--- src/rtl/sar_dac_sequencer.sv ---
// SAR sequencer for the capacitive DAC path: sample phase, per-bit settle and
// compare timing, trial-code generation and the start/busy/done handshake.
// Ports: clk, rst (async, active-high) | start, comp_in, test_en, test_code in
//        sample, dac_trial (mux A), dac_sel (0=A, 1=test_code), result, busy, done out
module sar_dac_sequencer #(
  parameter int N_BITS        = 10,
  parameter int SAMPLE_CYCLES = 4,
  parameter int SETTLE_CYCLES = 1
) (
  input  logic              clk,
  input  logic              rst,
  input  logic              start,
  input  logic              comp_in,
  input  logic              test_en,
  input  logic [N_BITS-1:0] test_code,
  output logic              sample,
  output logic [N_BITS-1:0] dac_trial,
  output logic              dac_sel,
  output logic [N_BITS-1:0] result,
  output logic              busy,
  output logic              done
);

  localparam logic [1:0] S_IDLE   = 2'd0;
  localparam logic [1:0] S_SAMPLE = 2'd1;
  localparam logic [1:0] S_BIT    = 2'd2;
  localparam logic [1:0] S_DONE   = 2'd3;

  localparam int IW = (N_BITS > 1) ? $clog2(N_BITS) : 1;
  localparam logic [IW-1:0] IDX_TOP   = IW'(N_BITS - 1);
  localparam logic [3:0]    SAMP_LAST = 4'(SAMPLE_CYCLES - 1);
  localparam logic [3:0]    SETL_LAST = 4'(SETTLE_CYCLES);

  logic [1:0]        state_q, state_d;
  logic [3:0]        cnt_q, cnt_d;
  logic [IW-1:0]     idx_q, idx_d;
  logic [N_BITS-1:0] trial_q, trial_d;
  logic [N_BITS-1:0] result_q, result_d;
  logic              sample_q, busy_q, done_q;

  // test_code only feeds the external mux; kept as a port for visibility.
  logic unused_test_code;
  assign unused_test_code = ^test_code;

  always_comb begin
    state_d  = state_q;
    cnt_d    = cnt_q;
    idx_d    = idx_q;
    trial_d  = trial_q;
    result_d = result_q;
    unique case (state_q)
      S_IDLE: begin
        if (start) begin
          state_d = S_SAMPLE;
          cnt_d   = '0;
          trial_d = '0;
        end
      end
      S_SAMPLE: begin
        if (cnt_q == SAMP_LAST) begin
          state_d             = S_BIT;
          cnt_d               = '0;
          idx_d               = IDX_TOP;
          trial_d[N_BITS-1]   = 1'b1;
        end else begin
          cnt_d = cnt_q + 4'd1;
        end
      end
      S_BIT: begin
        if (cnt_q == SETL_LAST) begin
          // Decision edge: resolve this bit, then raise the next trial bit.
          trial_d[idx_q] = comp_in;
          cnt_d          = '0;
          if (idx_q != '0) begin
            trial_d[idx_q - IW'(1)] = 1'b1;
            idx_d                   = idx_q - IW'(1);
          end else begin
            state_d  = S_DONE;
            result_d = trial_d;
          end
        end else begin
          cnt_d = cnt_q + 4'd1;
        end
      end
      S_DONE: begin
        state_d = S_IDLE;
        trial_d = '0;
        idx_d   = IDX_TOP;
      end
      default: state_d = S_IDLE;
    endcase
  end

  // Status outputs are registered from the next state so the S/H switch
  // and handshake see clean, glitch-free levels.
  always_ff @(posedge clk or posedge rst) begin
    if (rst) begin
      state_q  <= S_IDLE;
      cnt_q    <= '0;
      idx_q    <= IDX_TOP;
      trial_q  <= '0;
      result_q <= '0;
      sample_q <= 1'b0;
      busy_q   <= 1'b0;
      done_q   <= 1'b0;
    end else begin
      state_q  <= state_d;
      cnt_q    <= cnt_d;
      idx_q    <= idx_d;
      trial_q  <= trial_d;
      result_q <= result_d;
      sample_q <= (state_d == S_SAMPLE);
      busy_q   <= (state_d != S_IDLE);
      done_q   <= (state_d == S_DONE);
    end
  end

  assign sample    = sample_q;
  assign busy      = busy_q;
  assign done      = done_q;
  assign dac_trial = trial_q;
  assign result    = result_q;
  assign dac_sel   = test_en & (state_q == S_IDLE);

endmodule

--- config.mk ---
export PLATFORM = sky130hd
export DESIGN_NAME = sar_dac_sequencer
export DESIGN_NICKNAME = d
export VERILOG_FILES = /design/src/rtl/sar_dac_sequencer.sv
export SDC_FILE = /design/constraint.sdc
export NUM_CORES = 1
export LEC_CHECK = 0
export CORE_UTILIZATION = 35
export CTS_BUF_LIST = sky130_fd_sc_hd__clkbuf_4 sky130_fd_sc_hd__clkbuf_8
export DETAILED_ROUTE_END_ITERATION = 7
export GPL_TIMING_DRIVEN = 0
export HOLD_SLACK_MARGIN = 0.1
export PLACE_DENSITY_LB_ADDON = 0.05
export SLEW_MARGIN = 20
export SYNTH_ARGS = -nofsm -noshare
export SYNTH_HDL_FRONTEND = slang
export SYNTH_SLANG_ARGS = --single-unit
--- constraint.sdc ---
create_clock -name clk -period 4.6 [get_ports clk]
set_clock_uncertainty 0.2 [all_clocks]
set_input_delay 0.92 -clock clk [delete_from_list [all_inputs] [get_ports clk]]
set_output_delay 0.92 -clock clk [all_outputs]
set_load 0.05 [all_outputs]
Word-level counts from Yosys, hierarchy flattened
Cells that the tools add are included.

Bits in registers: 33. Input bits: 15. Output and inout bits: 24.

Add/subtract/negate cells: 2. Order comparisons: 4. Equality and inequality tests: 11. Multiplexer cells: 24. Bitwise logic cells: 3. Reductions and logical operators: 13.

Operator list (number): two-way mux 10 bit (3); one-hot mux 9 bit (3 select lines) (1); two-way mux 4 bit (6); one-hot mux 4 bit (3 select lines) (2); bitwise mux 10 bit (1); less-than comparator 4 x 5 -> 1 bit (second input constant) (2); bitwise OR 10 bit (1); AND reduction 3 bit (3); nonzero test 3 bit (3); demux 1 bit (select 4 bit) (2); greater-or-equal comparator 4 x 1 -> 1 bit (second input constant) (2); two-way mux 2 bit (4); != test 2 bit (second input constant) (4); one-hot mux 2 bit (4 select lines) (1); == test 2 bit (second input constant) (3); adder 4 x 1 -> 4 bit (second input constant) (1); == test 2 x 1 -> 1 bit (second input constant) (2); == test 4 x 1 -> 1 bit (second input constant) (1); == test 4 x 2 -> 1 bit (second input constant) (1); one-hot mux 1 bit (4 select lines) (1); AND reduction 4 bit (1); nonzero test 4 bit (1); subtractor 4 x 1 -> 4 bit (second input constant) (1); two-way mux 1 bit (3); other kinds (6) (7).

Longest topological paths before layout
Word-level depth: 9. Mapped depth: 9. Depth with buffers taken out: 7.

Worst setup path after synthesis
OpenSTA, ideal clock, no wires.

Kind: in2out. Start point: input port test_en. End point: output port dac_sel. Arrival: 1.332 ns. Setup slack: 2.148 ns. Stages on the path: 1. Path buffers: 0. Cell sequence: and2_1.

Longest elaborated chain between the ends: 1.

Ends and longest elaborated chain: from (decl) (RTL line 14) `input logic test_en,`; AND 1 bit (RTL line 123) `assign dac_sel = test_en & (state_q == S_IDLE);`; to (decl) (RTL line 18) `output logic dac_sel,`.

No other way between the ends.

Final worst setup path
Ends and elaborated chain as after synthesis.

==> results.md <==
* Layout cells sized above 1 at 9.80%
* Synthesized area per cell at 9.51 um2
* Ys async rst share at 100%
* CTS Sinks at 33
* Placed cell count at 309
* WL/cell at 14.8 um
* Reg2reg start: idx_q[0]
* Vias at 1611
* Post-CTS Setup Bufs at 0
* # setup viols final at 0
* Clock-pin slew on the worst setup and hold paths at 70 ps
* Hold path cells at 2
* Initial antenna violation count at 0
* Area grow syn2layout at 23.7%
* HPWL Detailed at 3400 um
* Row count at 27
* Most common cell after layout, fill and taps aside: dfrtp_1
* Endpoint class of the critical path: primary output
* DRC Markers at 0
* Number of vias per cell at 5.08
* Synth Register Bits at 33
* Max Fclk at 294 MHz
* Post-route cell area at 2460 um2
* Gate Count Post-Synth at 209
* Top layer used by detailed routing: met4
* CP startpoint kind: primary input
* Setup TNS at 0 ps
* Nets@finish at 274
* ANT cells at 0
* Most frequent cells in the layout: dfrtp_1 (31), clkdlybuf4s50_1 (28), nand2_1 (21)
* Final number of hold-violating endpoints at 0
* Leakage at 1.12 nW
* CTS Hold Bufs at 0
* TritonCTS Buffers at 5
* Post-synth EDFFs at 0
* Hold Crit Endpoint: result[4]
* Post-synth top flop: dfrtp_1
* Largest net degree at the start of global routing at 34
* CTS Root Cell: clkbuf_8
* RSZ-0062 raised after global routing: no
* Io pins at 39
* Crit path DAT at 2280 ps
* Metal-1 WL at 2450 um
* Post-route ant nets at 0
* Final worst-path cycle share at 73.8%
* Seq/Total Area, Yosys at 41.7%
* Yosys cell types at 44
* Die ar. at 5990 um2
* Hold Path Class: flop to flop
* Vias in the first global route at 1616
* CTS max path bufs at 2
* Total track usage at 17.0%
* TritonCTS clock tree: done
* Reg-to-reg endpoint: dac_trial[0]
* CTS H-tree lvls at 2
* Number of fillers in the final layout at 550
* Mapped Area at 1990 um2
* Initial DRC Count at 52
* Worst Max-Slew Pin Slew at 704 ps
* Routed wl met2 at 2020 um
* Die Y at 77.4 um
* Wire length on met3 at 165 um
* Peak supply drop at 0.000208 V
* DP Area at 2360 um2
* Syn_nets at 239
* Max-slew violations at 0
* Pwr dens at 402 nW/um2
* CP Class: primary input to primary output
* YS warnings at 0
* Worst skew pair latency at 280 ps
* CORE AREA at 5510 um2
* Chip width at 77.4 um
* DRT Wirelength at 4680 um
* Max_slew headroom at 53.0%
* Hold wc startpoint: result[4]
* Reg2reg setup slack at 1950 ps
* Initial core utilization at 36.1%
* DRT Pass-1 Iters at 4
* First-pass GRT wire length at 7920 um
* CP Data Required Time at 3480 ps
* Max cap viols at 0
* Fin crit period at 3400 ps
* Total grt overflow at 0
* Cells on worst reg2reg path at 7
* Resized cells post-CTS at 0
* Outcome: complete, no violations
* Final design utilization at 44.7%
* Finished Layout Cells at 317
* Fin Hold WS at 277 ps
* Crit Path Max Fanout at 1
* PortBufs at 28
* RD Place Congestion at 0.780
-- power by group --
group | switching, mW | internal, mW | leakage, nW
Combinational | 0.257 | 0.140 | 0.669
Clock | 0.106 | 0.135 | 0.0542
Sequential | 0.0275 | 0.321 | 0.401
Total | 0.391 | 0.597 | 1.12
-- state kept, by name, indices dropped and copies added (netlist names) --
register / flops
dac_trial: 10
result: 10
cnt_q: 4
idx_q: 4
state_q: 2
busy: 1
done: 1
sample: 1
-- through the flow --
step | power [mW] | setup WS [ps]
4_1_cts | 0.999 | 1200
2_1_floorplan | 0.639 | 2150
6_report | 0.988 | 1200
3_5_place_dp | 0.753 | 1200
3_3_place_gp | 0.751 | 1210
5_1_grt | 1.06 | 1150
-- synth_stat cells (5+ instances only) --
library cell | n | share of area (%)
dfrtp_1 | 31 | 39
nand2_1 | 21 | 4.0
o21ai_0 | 19 | 4.8
ha_1 | 15 | 9.4
inv_1 | 14 | 2.6
mux2i_1 | 11 | 5.5
a21oi_1 | 10 | 2.5
nor2_1 | 9 | 1.7
nand3b_1 | 6 | 2.3
clkbuf_1 | 5 | 0.94
o22ai_1 | 5 | 1.6
-- critical path, stage by stage --
cell,delay (ps)
clkdlybuf4s50_1,450
and2_1,110
clkdlybuf4s50_1,790
-- cell type report --
type	instances	area [um2]	share of cell area (%)
clock buffer	7	96.3	3.92
clock inverter	1	5.00	0.203
buffer	10	61.3	2.49
tap	72	90.1	3.66
multi-input combinational	152	1050	42.5
inverter	14	52.6	2.14
sequential	33	828	33.7
timing repair buffer	28	280	11.4
-- how the worst max path moves through the flow --
stage	from	end	slack (ps)
4_1_cts	test_en	dac_sel	1200
2_1_floorplan	test_en	dac_sel	2150
5_1_grt	test_en	dac_sel	1150
3_5_place_dp	test_en	dac_sel	1200
6_report	test_en	dac_sel	1200
3_3_place_gp	test_en	dac_sel	1210
-- layer usage --
| layer | global-route usage (%) | up-vias |
|---|---|---|
| li1 | - | 817 |
| met1 | 24.1 | 761 |
| met2 | 26.1 | 29 |
| met3 | 4.12 | 4 |
| met4 | 4.15 | 0 |
| met5 | 0 | - |
-- cells by family (layout without fill, tap and decap cells) --
kind of cell | Yosys count | after routing | share of synthesized area (%)
adders and majority gates | 15 | 15 | 9.44
and+or+nand+nor | 64 | 64 | 17.1
buffers and inverters | 24 | 60 | 5.73
muxes | 14 | 14 | 7.62
DFF | 33 | 33 | 41.7
AOI/OAI and AO/OA | 59 | 59 | 18.5
(Power assumes the default switching activity.)
